[config.mk]
export PLATFORM = sky130hd
export DESIGN_NAME = tx_os_inserter
export DESIGN_NICKNAME = d
export VERILOG_FILES = /design/src/rtl/pcie_tx_pkg.sv /design/src/rtl/skp_timer.sv /design/src/rtl/tx_os_inserter.sv
export SDC_FILE = /design/constraint.sdc
export NUM_CORES = 1
export LEC_CHECK = 0
export ABC_AREA = 1
export CORE_UTILIZATION = 42
export CTS_BUF_LIST = sky130_fd_sc_hd__clkbuf_8
export CTS_CLUSTER_DIAMETER = 120
export DETAILED_ROUTE_END_ITERATION = 12
export PLACE_DENSITY = 0.91
export RECOVER_POWER = 100
export SLEW_MARGIN = 25
export SYNTH_ARGS = -nofsm -noshare
export SYNTH_HDL_FRONTEND = slang
export SYNTH_SLANG_ARGS = --single-unit
[constraint.sdc]
create_clock -name clk_i -period 1.99 [get_ports clk_i]
set_input_delay 0.398 -clock clk_i [delete_from_list [all_inputs] [get_ports clk_i]]
set_output_delay 0.398 -clock clk_i [all_outputs]
set_load 0.03 [all_outputs]
[src/rtl/pcie_tx_pkg.sv]
// Purpose: shared symbol constants, encodings and types for the TX ordered-set path.
// Latency: n/a (declarations only).
// Backpressure: n/a.
package pcie_tx_pkg;

    // 8b/10b control and data symbols used by the ordered sets
    localparam logic [7:0] SYM_COM  = 8'hBC;
    localparam logic [7:0] SYM_SKP  = 8'h1C;
    localparam logic [7:0] SYM_TS1  = 8'h4A;
    localparam logic [7:0] SYM_TS2  = 8'h45;
    localparam logic [7:0] SYM_RATE = 8'h02;
    localparam logic [7:0] SYM_PAD0 = 8'h00;

    // data_len encodings (2'b11 is illegal but forwarded untouched)
    localparam logic [1:0] LEN_1 = 2'b00;
    localparam logic [1:0] LEN_2 = 2'b01;
    localparam logic [1:0] LEN_4 = 2'b10;

    // Wide enough for the largest legal SKP interval (4095)
    localparam int CNT_W = 12;

    typedef enum logic [1:0] {
        TS_NONE = 2'b00,
        TS_REQ1 = 2'b01,
        TS_REQ2 = 2'b10,
        TS_RSVD = 2'b11
    } ts_req_e;

    typedef enum logic {
        S_DATA = 1'b0,
        S_TS   = 1'b1
    } state_e;

    // One output beat towards the scrambler
    typedef struct packed {
        logic [31:0] dat;
        logic [3:0]  datak;
        logic [3:0]  train;
        logic [1:0]  len;
    } tx_word_t;

    function automatic logic [7:0] ts_id(input logic is_ts2);
        return is_ts2 ? SYM_TS2 : SYM_TS1;
    endfunction

endpackage

[src/rtl/skp_timer.sv]
// Purpose: free-running SKP interval counter with a sticky pending flag.
// Latency: pending rises SKP_INTERVAL-1 cycles after reset/clear, so one SKP per SKP_INTERVAL cycles.
// Backpressure: pending is held (counter frozen) until the consumer pulses clr_i.
module skp_timer
    import pcie_tx_pkg::*;
#(
    parameter int unsigned SKP_INTERVAL = 295
) (
    input  logic clk_i,
    input  logic rst_ni,
    input  logic clr_i,
    output logic pending_o
);

    // Pending becomes visible in the same cycle the count reaches SKP_INTERVAL-1,
    // which makes the SKP cycle itself the last slot of the interval.
    localparam logic [CNT_W-1:0] SET_AT = CNT_W'(SKP_INTERVAL - 2);

    logic [CNT_W-1:0] cnt_q;

    // Count while idle, freeze once pending, restart on the SKP emission
    always_ff @(posedge clk_i) begin
        if (!rst_ni) begin
            cnt_q     <= '0;
            pending_o <= 1'b0;
        end else if (clr_i) begin
            cnt_q     <= '0;
            pending_o <= 1'b0;
        end else if (!pending_o) begin
            cnt_q <= cnt_q + CNT_W'(1);
            if (cnt_q == SET_AT) begin
                pending_o <= 1'b1;
            end
        end
    end

endmodule

[src/rtl/tx_os_inserter.sv]
// Purpose: mux TLP words, SKP and TS1/TS2 ordered sets into the scrambler word stream.
// Latency: one cycle from decision to registered output; valid_o is high every cycle after reset.
// Backpressure: tlp_ready_o drops while an ordered set is pending or in progress; no backpressure from downstream.
module tx_os_inserter
    import pcie_tx_pkg::*;
#(
    parameter int unsigned SKP_INTERVAL = 295
) (
    input  logic        clk_i,
    input  logic        rst_ni,
    input  logic        tlp_valid_i,
    output logic        tlp_ready_o,
    input  logic [31:0] tlp_data_i,
    input  logic [1:0]  tlp_len_i,
    input  logic [1:0]  ts_req_i,
    input  logic [7:0]  link_num_i,
    input  logic [4:0]  lane_num_i,
    input  logic [7:0]  n_fts_i,
    output logic [31:0] indata_o,
    output logic [3:0]  datak_o,
    output logic [3:0]  training_sequence_o,
    output logic [1:0]  data_len_o,
    output logic        valid_o,
    output logic        os_busy_o
);

    state_e     state_q, state_d;
    logic [1:0] idx_q, idx_d;
    logic       ts2_q, ts2_d;
    logic [7:0] link_q, link_d;
    logic [4:0] lane_q, lane_d;
    logic [7:0] nfts_q, nfts_d;

    logic       skp_pending;
    logic       skp_clr;
    logic       ts_req_vld;
    logic [7:0] id_q;

    tx_word_t   word_d, word_q;
    logic       busy_d, busy_q, valid_q;

    assign ts_req_vld  = (ts_req_i == TS_REQ1) || (ts_req_i == TS_REQ2);
    assign id_q        = ts_id(ts2_q);
    assign tlp_ready_o = (state_q == S_DATA) && !skp_pending && !ts_req_vld;

    skp_timer #(
        .SKP_INTERVAL (SKP_INTERVAL)
    ) u_skp_timer (
        .clk_i     (clk_i),
        .rst_ni    (rst_ni),
        .clr_i     (skp_clr),
        .pending_o (skp_pending)
    );

    // State register plus the TS fields latched when a set starts
    always_ff @(posedge clk_i) begin
        if (!rst_ni) begin
            state_q <= S_DATA;
            idx_q   <= 2'd0;
            ts2_q   <= 1'b0;
            link_q  <= 8'h00;
            lane_q  <= 5'h00;
            nfts_q  <= 8'h00;
        end else begin
            state_q <= state_d;
            idx_q   <= idx_d;
            ts2_q   <= ts2_d;
            link_q  <= link_d;
            lane_q  <= lane_d;
            nfts_q  <= nfts_d;
        end
    end

    // Next state: a TS request only starts a set when no SKP is waiting; a running set ignores ts_req_i
    always_comb begin
        state_d = state_q;
        idx_d   = idx_q;
        ts2_d   = ts2_q;
        link_d  = link_q;
        lane_d  = lane_q;
        nfts_d  = nfts_q;
        case (state_q)
            S_DATA: begin
                if (!skp_pending && ts_req_vld) begin
                    state_d = S_TS;
                    idx_d   = 2'd1;
                    ts2_d   = (ts_req_i == TS_REQ2);
                    link_d  = link_num_i;
                    lane_d  = lane_num_i;
                    nfts_d  = n_fts_i;
                end
            end
            S_TS: begin
                if (idx_q == 2'd3) begin
                    state_d = S_DATA;
                    idx_d   = 2'd0;
                end else begin
                    idx_d = idx_q + 2'd1;
                end
            end
            default: begin
                state_d = S_DATA;
                idx_d   = 2'd0;
            end
        endcase
    end

    // Output decode: pick the next word by priority SKP > TS word 0 > TLP > idle
    always_comb begin
        word_d  = '{dat: 32'h0, datak: 4'b0000, train: 4'b0000, len: LEN_4};
        busy_d  = 1'b0;
        skp_clr = 1'b0;
        case (state_q)
            S_DATA: begin
                if (skp_pending) begin
                    word_d  = '{dat: {SYM_SKP, SYM_SKP, SYM_SKP, SYM_COM},
                                datak: 4'b1111, train: 4'b1111, len: LEN_4};
                    skp_clr = 1'b1;
                end else if (ts_req_vld) begin
                    word_d = '{dat: {n_fts_i, 3'b000, lane_num_i, link_num_i, SYM_COM},
                               datak: 4'b0001, train: 4'b1111, len: LEN_4};
                    busy_d = 1'b1;
                end else if (tlp_valid_i) begin
                    word_d = '{dat: tlp_data_i, datak: 4'b0000, train: 4'b0000, len: tlp_len_i};
                end
            end
            S_TS: begin
                busy_d = 1'b1;
                if (idx_q == 2'd1) begin
                    word_d = '{dat: {id_q, id_q, SYM_PAD0, SYM_RATE},
                               datak: 4'b0000, train: 4'b1111, len: LEN_4};
                end else begin
                    word_d = '{dat: {id_q, id_q, id_q, id_q},
                               datak: 4'b0000, train: 4'b1111, len: LEN_4};
                end
            end
            default: begin
                busy_d = 1'b0;
            end
        endcase
    end

    // Registered outputs towards the scrambler
    always_ff @(posedge clk_i) begin
        if (!rst_ni) begin
            word_q  <= '{dat: 32'h0, datak: 4'b0000, train: 4'b0000, len: LEN_4};
            busy_q  <= 1'b0;
            valid_q <= 1'b0;
        end else begin
            word_q  <= word_d;
            busy_q  <= busy_d;
            valid_q <= 1'b1;
        end
    end

    assign indata_o            = word_q.dat;
    assign datak_o             = word_q.datak;
    assign training_sequence_o = word_q.train;
    assign data_len_o          = word_q.len;
    assign valid_o             = valid_q;
    assign os_busy_o           = busy_q;

endmodule

Yosys cells after proc, flatten, opt, wreduce, memory -nomap -nowiden
Cells that the tools add are included.
{ "op_classes": {"eq_ne": 6, "mux": 20, "n_addsub": 2, "bitwise": 2, "n_reduce_logical": 8} }
{ "op_table": {"columns": ["op", "n"], "rows": [
  ["2-to-1 mux 42 bit", 3],
  ["case mux 42 bit (2 select lines)", 1],
  ["2-to-1 mux 25 bit", 1],
  ["adder 12 x 1 -> 12 bit, second input constant", 1],
  ["equality test 12 x 9 -> 1 bit, second input constant", 1],
  ["2-to-1 mux 1 bit", 9],
  ["equality test 2 x 1 -> 1 bit, second input constant", 2],
  ["equality test 2 bit, second input constant", 2],
  ["2-to-1 mux 2 bit", 2],
  ["2-to-1 mux 4 bit", 1],
  ["case mux 1 bit (2 select lines)", 2],
  ["case mux 2 bit (2 select lines)", 1],
  ["logical AND 1 bit", 3],
  ["adder 2 x 1 -> 2 bit, second input constant", 1],
  ["logical NOT 1 bit", 2],
  ["inequality test 2 x 1 -> 1 bit, second input constant", 1],
  ["inverter 1 bit", 2],
  ["AND reduction 2 bit", 1],
  ["OR reduction 2 bit", 1],
  ["logical OR 1 bit", 1]
]} }
{ "word_totals": {"output_inout_bits": 45, "wordCells": 49, "register_bits": 61, "input_bits": 60} }

Depth between registers and ports, before layout
{ "depth": {"word_depth": 5, "depth_mapped": 9, "ltp_nobuf": 8} }

Hierarchy
A second synthesis with hierarchy kept.
{ "hier_totals": {"cells_unflattened": 313, "hier_area_um2": 2336.0} }
{ "modules_own_cells": {"columns": ["mod", "n_inst", "cells_per_inst", "area_per_inst_um2", "seq_area_each_um2"], "rows": [
  ["tx_os_inserter", 1, 212, 1664.1, 860.8],
  ["skp_timer", 1, 101, 671.9, 260.2]
]} }

Worst setup path before layout
Ideal clock, no wire load.
{ "synth_timing": {"path_type": "input to register", "startpoint": "in ts_req_i[0]", "endpoint": "reg word_q, in the netlist data_len_o[1]", "arrival_ps": 1383, "setup_time_ps": 120, "n_path_buf": 0, "cell_stages": 6, "slack_ps": 487, "t_required_ps": 1870, "path_cell_list": "inv_1 -> ha_1 -> nand2_1 -> nor2_8 -> inv_2 -> or2_1"} }
{ "synth_between": {"elab_chain_len": 5, "word_cells_on_any_way": 6, "classes_between": "2 x eq/ne; 3 x mux; 1 x reduce/logical"} }
{ "synth_rtl": {"columns": ["item", "line_no", "source"], "rows": [
  ["from (decl)", "tx_os_inserter.sv:15", "input logic [1:0] ts_req_i,"],
  ["equality test 2 x 1 -> 1 bit or equality test 2 bit (tied branches)", "tx_os_inserter.sv:42", "assign ts_req_vld = (ts_req_i == TS_REQ1) || (ts_req_i == TS_REQ2);"],
  ["logical OR 1 bit *", "tx_os_inserter.sv:42", null],
  ["2-to-1 mux 42 bit *", "tx_os_inserter.sv:119", "end else if (ts_req_vld) begin"],
  ["2-to-1 mux 42 bit *", "tx_os_inserter.sv:115", "if (skp_pending) begin"],
  ["case mux 42 bit (2 select lines) *", "tx_os_inserter.sv:113", "case (state_q)"],
  ["to (signal assigned)", "tx_os_inserter.sv:146", "word_q <= '{dat: 32'h0, datak: 4'b0000, train: 4'b0000, len: LEN_4};"],
  ["to (signal assigned)", "tx_os_inserter.sv:150", "word_q <= word_d;"],
  ["to (decl)", "tx_os_inserter.sv:39", "tx_word_t word_d, word_q;"]
]} }
Mark *: on every way between the ends. The rest lies on a longest branch, timed or not.
A chain may end at the register's enable or synchronous reset.

Final worst setup path
{ "layout_timing": {"startpoint": "in ts_req_i[1]", "endpoint": "out tlp_ready_o"} }
{ "layout_between": {"elab_chain_len": 4, "word_cells_on_any_way": 5, "classes_between": "2 x eq/ne; 3 x reduce/logical"} }
{ "layout_rtl": {"columns": ["item", "line_no", "source"], "rows": [
  ["equality test 2 x 1 -> 1 bit or equality test 2 bit (tied branches)", "tx_os_inserter.sv:42", null],
  ["logical OR 1 bit *", "tx_os_inserter.sv:42", null],
  ["logical NOT 1 bit *", "tx_os_inserter.sv:44", "assign tlp_ready_o = (state_q == S_DATA) && !skp_pending && !ts_req_vld;"],
  ["logical AND 1 bit *", "tx_os_inserter.sv:44", null],
  ["to (decl)", "tx_os_inserter.sv:12", "output logic tlp_ready_o,"]
]} }
Marks and branches as above.

==> insert_results.sql <==
INSERT INTO impl_metrics (metric_group, metric, value, unit) VALUES
('critical_path', 'endpoint_kind', 'output port', ''),
('synth', 'synthFlopType', 'sky130_fd_sc_hd__dfxtp_1', ''),
('critical_path', 'critPathLaunch', 'ts_req_i[1]', ''),
('critical_path', 'worstPathMaxFanout', '5', ''),
('flow_run', 'max-cap-violations', '0', ''),
('sta', 'min_period_over_period', '0.9362', ''),
('cells_and_area', 'antenna_diode_count', '0', ''),
('cts', 'cts_root_buf', 'sky130_fd_sc_hd__clkbuf_8', ''),
('drt', 'initialDrtViolationCount', '130', ''),
('cells_and_area', 'fin_nets', '475', ''),
('sta', 'setup_ws', '0.1270', 'ns'),
('grt', 'first_global_vias', '2216', ''),
('floorplan', 'core_area', '0.005172', 'sq mm'),
('grt', 'groute.usage.overall', '0.2413', ''),
('sta', 'final.setup_skew', '0.007833', 'ns'),
('critical_path', 'timing.reg2reg.worst_path_depth', '5', ''),
('synth', 'ys_ff_latch', '56', ''),
('power_and_ir_drop', 'ir_worst_vdd', '0.4127', 'mV'),
('floorplan', 'floorplan.die_area', '0.005721', 'sq mm'),
('place', 'hpwlAfterDp', '4.928', 'mm'),
('sta', 'rsz0062_at_grt', 'false', ''),
('place', 'place.detailed.instances', '473', ''),
('synth', 'synth_seq_area_share', '0.4923', ''),
('cts', 'clkTransAtPathRegs', '0.10', 'ns'),
('synth', 'synthCells', '294', ''),
('critical_path', 'crit_family', 'buffers and inverters', ''),
('power_and_ir_drop', 'power', '2.671', 'mW'),
('synth', 'synth_top_cell_by_area', 'sky130_fd_sc_hd__dfxtp_1', ''),
('sta', 'hold-worst-slack', '0.4941', 'ns'),
('critical_path', 'critical_path_startpoint_category', 'primary input', ''),
('floorplan', 'die_height', '75.64', 'um'),
('drt', 'detail_route.wl_per_cell', '13.56', 'um'),
('critical_path', 'setup_slack_of_the_worst_register_to_register_path', '0.23', 'ns'),
('floorplan', 'ports_placed_on_the_boundary', '105', ''),
('drt', 'routed-via-count', '2369', ''),
('min_path', 'holdCritStartpoint', 'u_skp_timer.cnt_q[5]', ''),
('synth', 'async_reset_ff_frac', '0', ''),
('place', 'placed_cell_area', '0.003453', 'sq mm'),
('critical_path', 'critPathArrivalTime', '1.46', 'ns'),
('critical_path', 'path_buf_inv', '3', ''),
('grt', 'antenna_found_initial', '0', ''),
('cells_and_area', 'num-fill-cells', '388', ''),
('synth', 'yosys-top-cells-count', '69 x sky130_fd_sc_hd__nand2_1, 56 x sky130_fd_sc_hd__dfxtp_1, 36 x sky130_fd_sc_hd__a21oi_1', ''),
('cells_and_area', 'layoutNonFillerInstCount', '481', ''),
('sta', 'post-route-min-period', '1.863', 'ns'),
('critical_path', 'rr_startpoint', 'u_skp_timer.pending_o', ''),
('cells_and_area', 'synthToLayoutAreaGrowth', '56.15', '%'),
('sta', 'timing.final.hold_violations', '0', ''),
('critical_path', 'crit_path_cell_trace', 'clkdlybuf4s50_1 > ha_1 > nand2_1 > inv_1 > buf_6', ''),
('drt', 'postRouteWirelength', '6.524', 'mm'),
('critical_path', 'worst-endpoint-required', '1.59', 'ns'),
('sta', 'slew-limit-headroom', '0.4160', ''),
('synth', 'synth-warning-count', '0', ''),
('grt', 'maximum_number_of_pins_on_one_net_before_global_route_repair', '17', ''),
('critical_path', 'crit_slowest_cell', 'sky130_fd_sc_hd__clkdlybuf4s50_1', ''),
('synth', 'yosys-top-cells-area', 'sky130_fd_sc_hd__dfxtp_1 49%, sky130_fd_sc_hd__nand2_1 11%, sky130_fd_sc_hd__a21oi_1 7.9%', ''),
('critical_path', 'regToRegEndpoint', 'u_skp_timer.cnt_q[11]', ''),
('min_path', 'hold-path-cell-count', '2', ''),
('synth', 'synth_top_area_share', '0.4923', ''),
('sta', 'top_achievable_clock_speed', '536.8', 'MHz'),
('min_path', 'hold_path_end', 'u_skp_timer.cnt_q[5]', ''),
('synth', 'synth_enable_flop_cells', '0', ''),
('cts', 'post_cts_buffers', '0', ''),
('synth', 'synth_nets', '359', ''),
('synth', 'synthMostInstantiatedCell', 'sky130_fd_sc_hd__nand2_1', ''),
('floorplan', 'initial_core_util', '0.4403', ''),
('cts', 'cts_buffers', '5', ''),
('cells_and_area', 'finish.instance_area', '0.003556', 'sq mm'),
('power_and_ir_drop', 'power.static_leakage', '1.594', 'nW'),
('run_status', 'outcome', 'finished clean', ''),
('drt', 'vias_per_cell', '4.925', '');
[metal layers]
layer / routed length, um / part of all wire / track usage
met1: 2550 / 0.39 / 0.2553
met2: 3290 / 0.50 / 0.4315
met3: 510 / 0.078 / 0.07804
met4: 172 / 0.026 / 0.1193
met5: 0 / 0 / 0
[worst max path at each step]
stage	endpoint	slack, ns	depth (start not counted)
finish	tlp_ready_o	0.13	5
CTS	tlp_ready_o	0.06	6
floorplan	data_len_o[1]	0.49	6
detailed placement	indata_o[8]	-0.1	9
global placement	indata_o[29]	-0.03	8
global route	indata_o[8]	0.02	8
[timing repair]
action / in CTS / in global routing
endpoints found under the hold margin: 0 / 0
pin swaps: 0 / 1
hold buffers: 0 / 0
resized for setup: 2 / 3
endpoints found under the setup margin: 1 / 1
[registers in the layout, indices dropped and copies added (netlist names)]
name and flops:
indata_o 32, data_len_o 2, idx_q 2, state_q 1
u_skp_timer.cnt_q 12, u_skp_timer.pending_o 1, os_busy_o 1, datak_o 2
valid_o 1, training_sequence_o 1, ts2_q 1
[kinds of logic (layout without fill, tap and decap cells)]
group	after synthesis	count (layout)	synth area share
AOI/OAI and AO/OA	53	53	0.1203
xor gates and xnor gates	1	1	0.003847
and+or+nand+nor	135	135	0.2692
buffers and inverters	44	161	0.08681
adders and majority gates	5	5	0.02747
DFF	56	56	0.4923
[power by group]
group / leakage, nW / switching [mW] / internal, mW / total, mW
clock network: 0.0645 / 0.361 / 0.444 / 0.805
registers: 0.461 / 0.0314 / 1.20 / 1.23
logic: 1.07 / 0.353 / 0.282 / 0.635
total: 1.59 / 0.745 / 1.93 / 2.67
[cell usage in the layout, fill, tap and decap left out, types with 4 or more instances in the layout]
master                            netlist  routed
sky130_fd_sc_hd__clkbuf_1               2       4
sky130_fd_sc_hd__nand3_1               27      27
sky130_fd_sc_hd__clkbuf_8               0       7
sky130_fd_sc_hd__dlygate4sd3_1          0      45
sky130_fd_sc_hd__buf_4                  8      11
sky130_fd_sc_hd__a21oi_1               36      36
sky130_fd_sc_hd__o21ai_0               12      12
sky130_fd_sc_hd__ha_1                   5       5
sky130_fd_sc_hd__dfxtp_1               56      56
sky130_fd_sc_hd__clkdlybuf4s50_1        0      57
sky130_fd_sc_hd__inv_1                 27      28
sky130_fd_sc_hd__nor2_1                23      24
sky130_fd_sc_hd__nor3_1                 4       4
sky130_fd_sc_hd__nand2_1               69      70
[worst min-delay path, stage by stage (launching register included)]
cell and delay, ns:
sky130_fd_sc_hd__dfxtp_1 0.34, sky130_fd_sc_hd__nand2_1 0.07, sky130_fd_sc_hd__a21oi_1 0.05
[layout make-up]
cell class / instances / area share
Timing Repair Buffer: 121 / 0.3255
Clock buffer: 7 / 0.02709
Multi-Input combinational cell: 194 / 0.2653
Inverter: 32 / 0.03378
Tap cell: 70 / 0.02463
Sequential cell: 56 / 0.3153
Clock inverter: 1 / 0.008445
No activity file was read; power rests on OpenSTA's default activity.
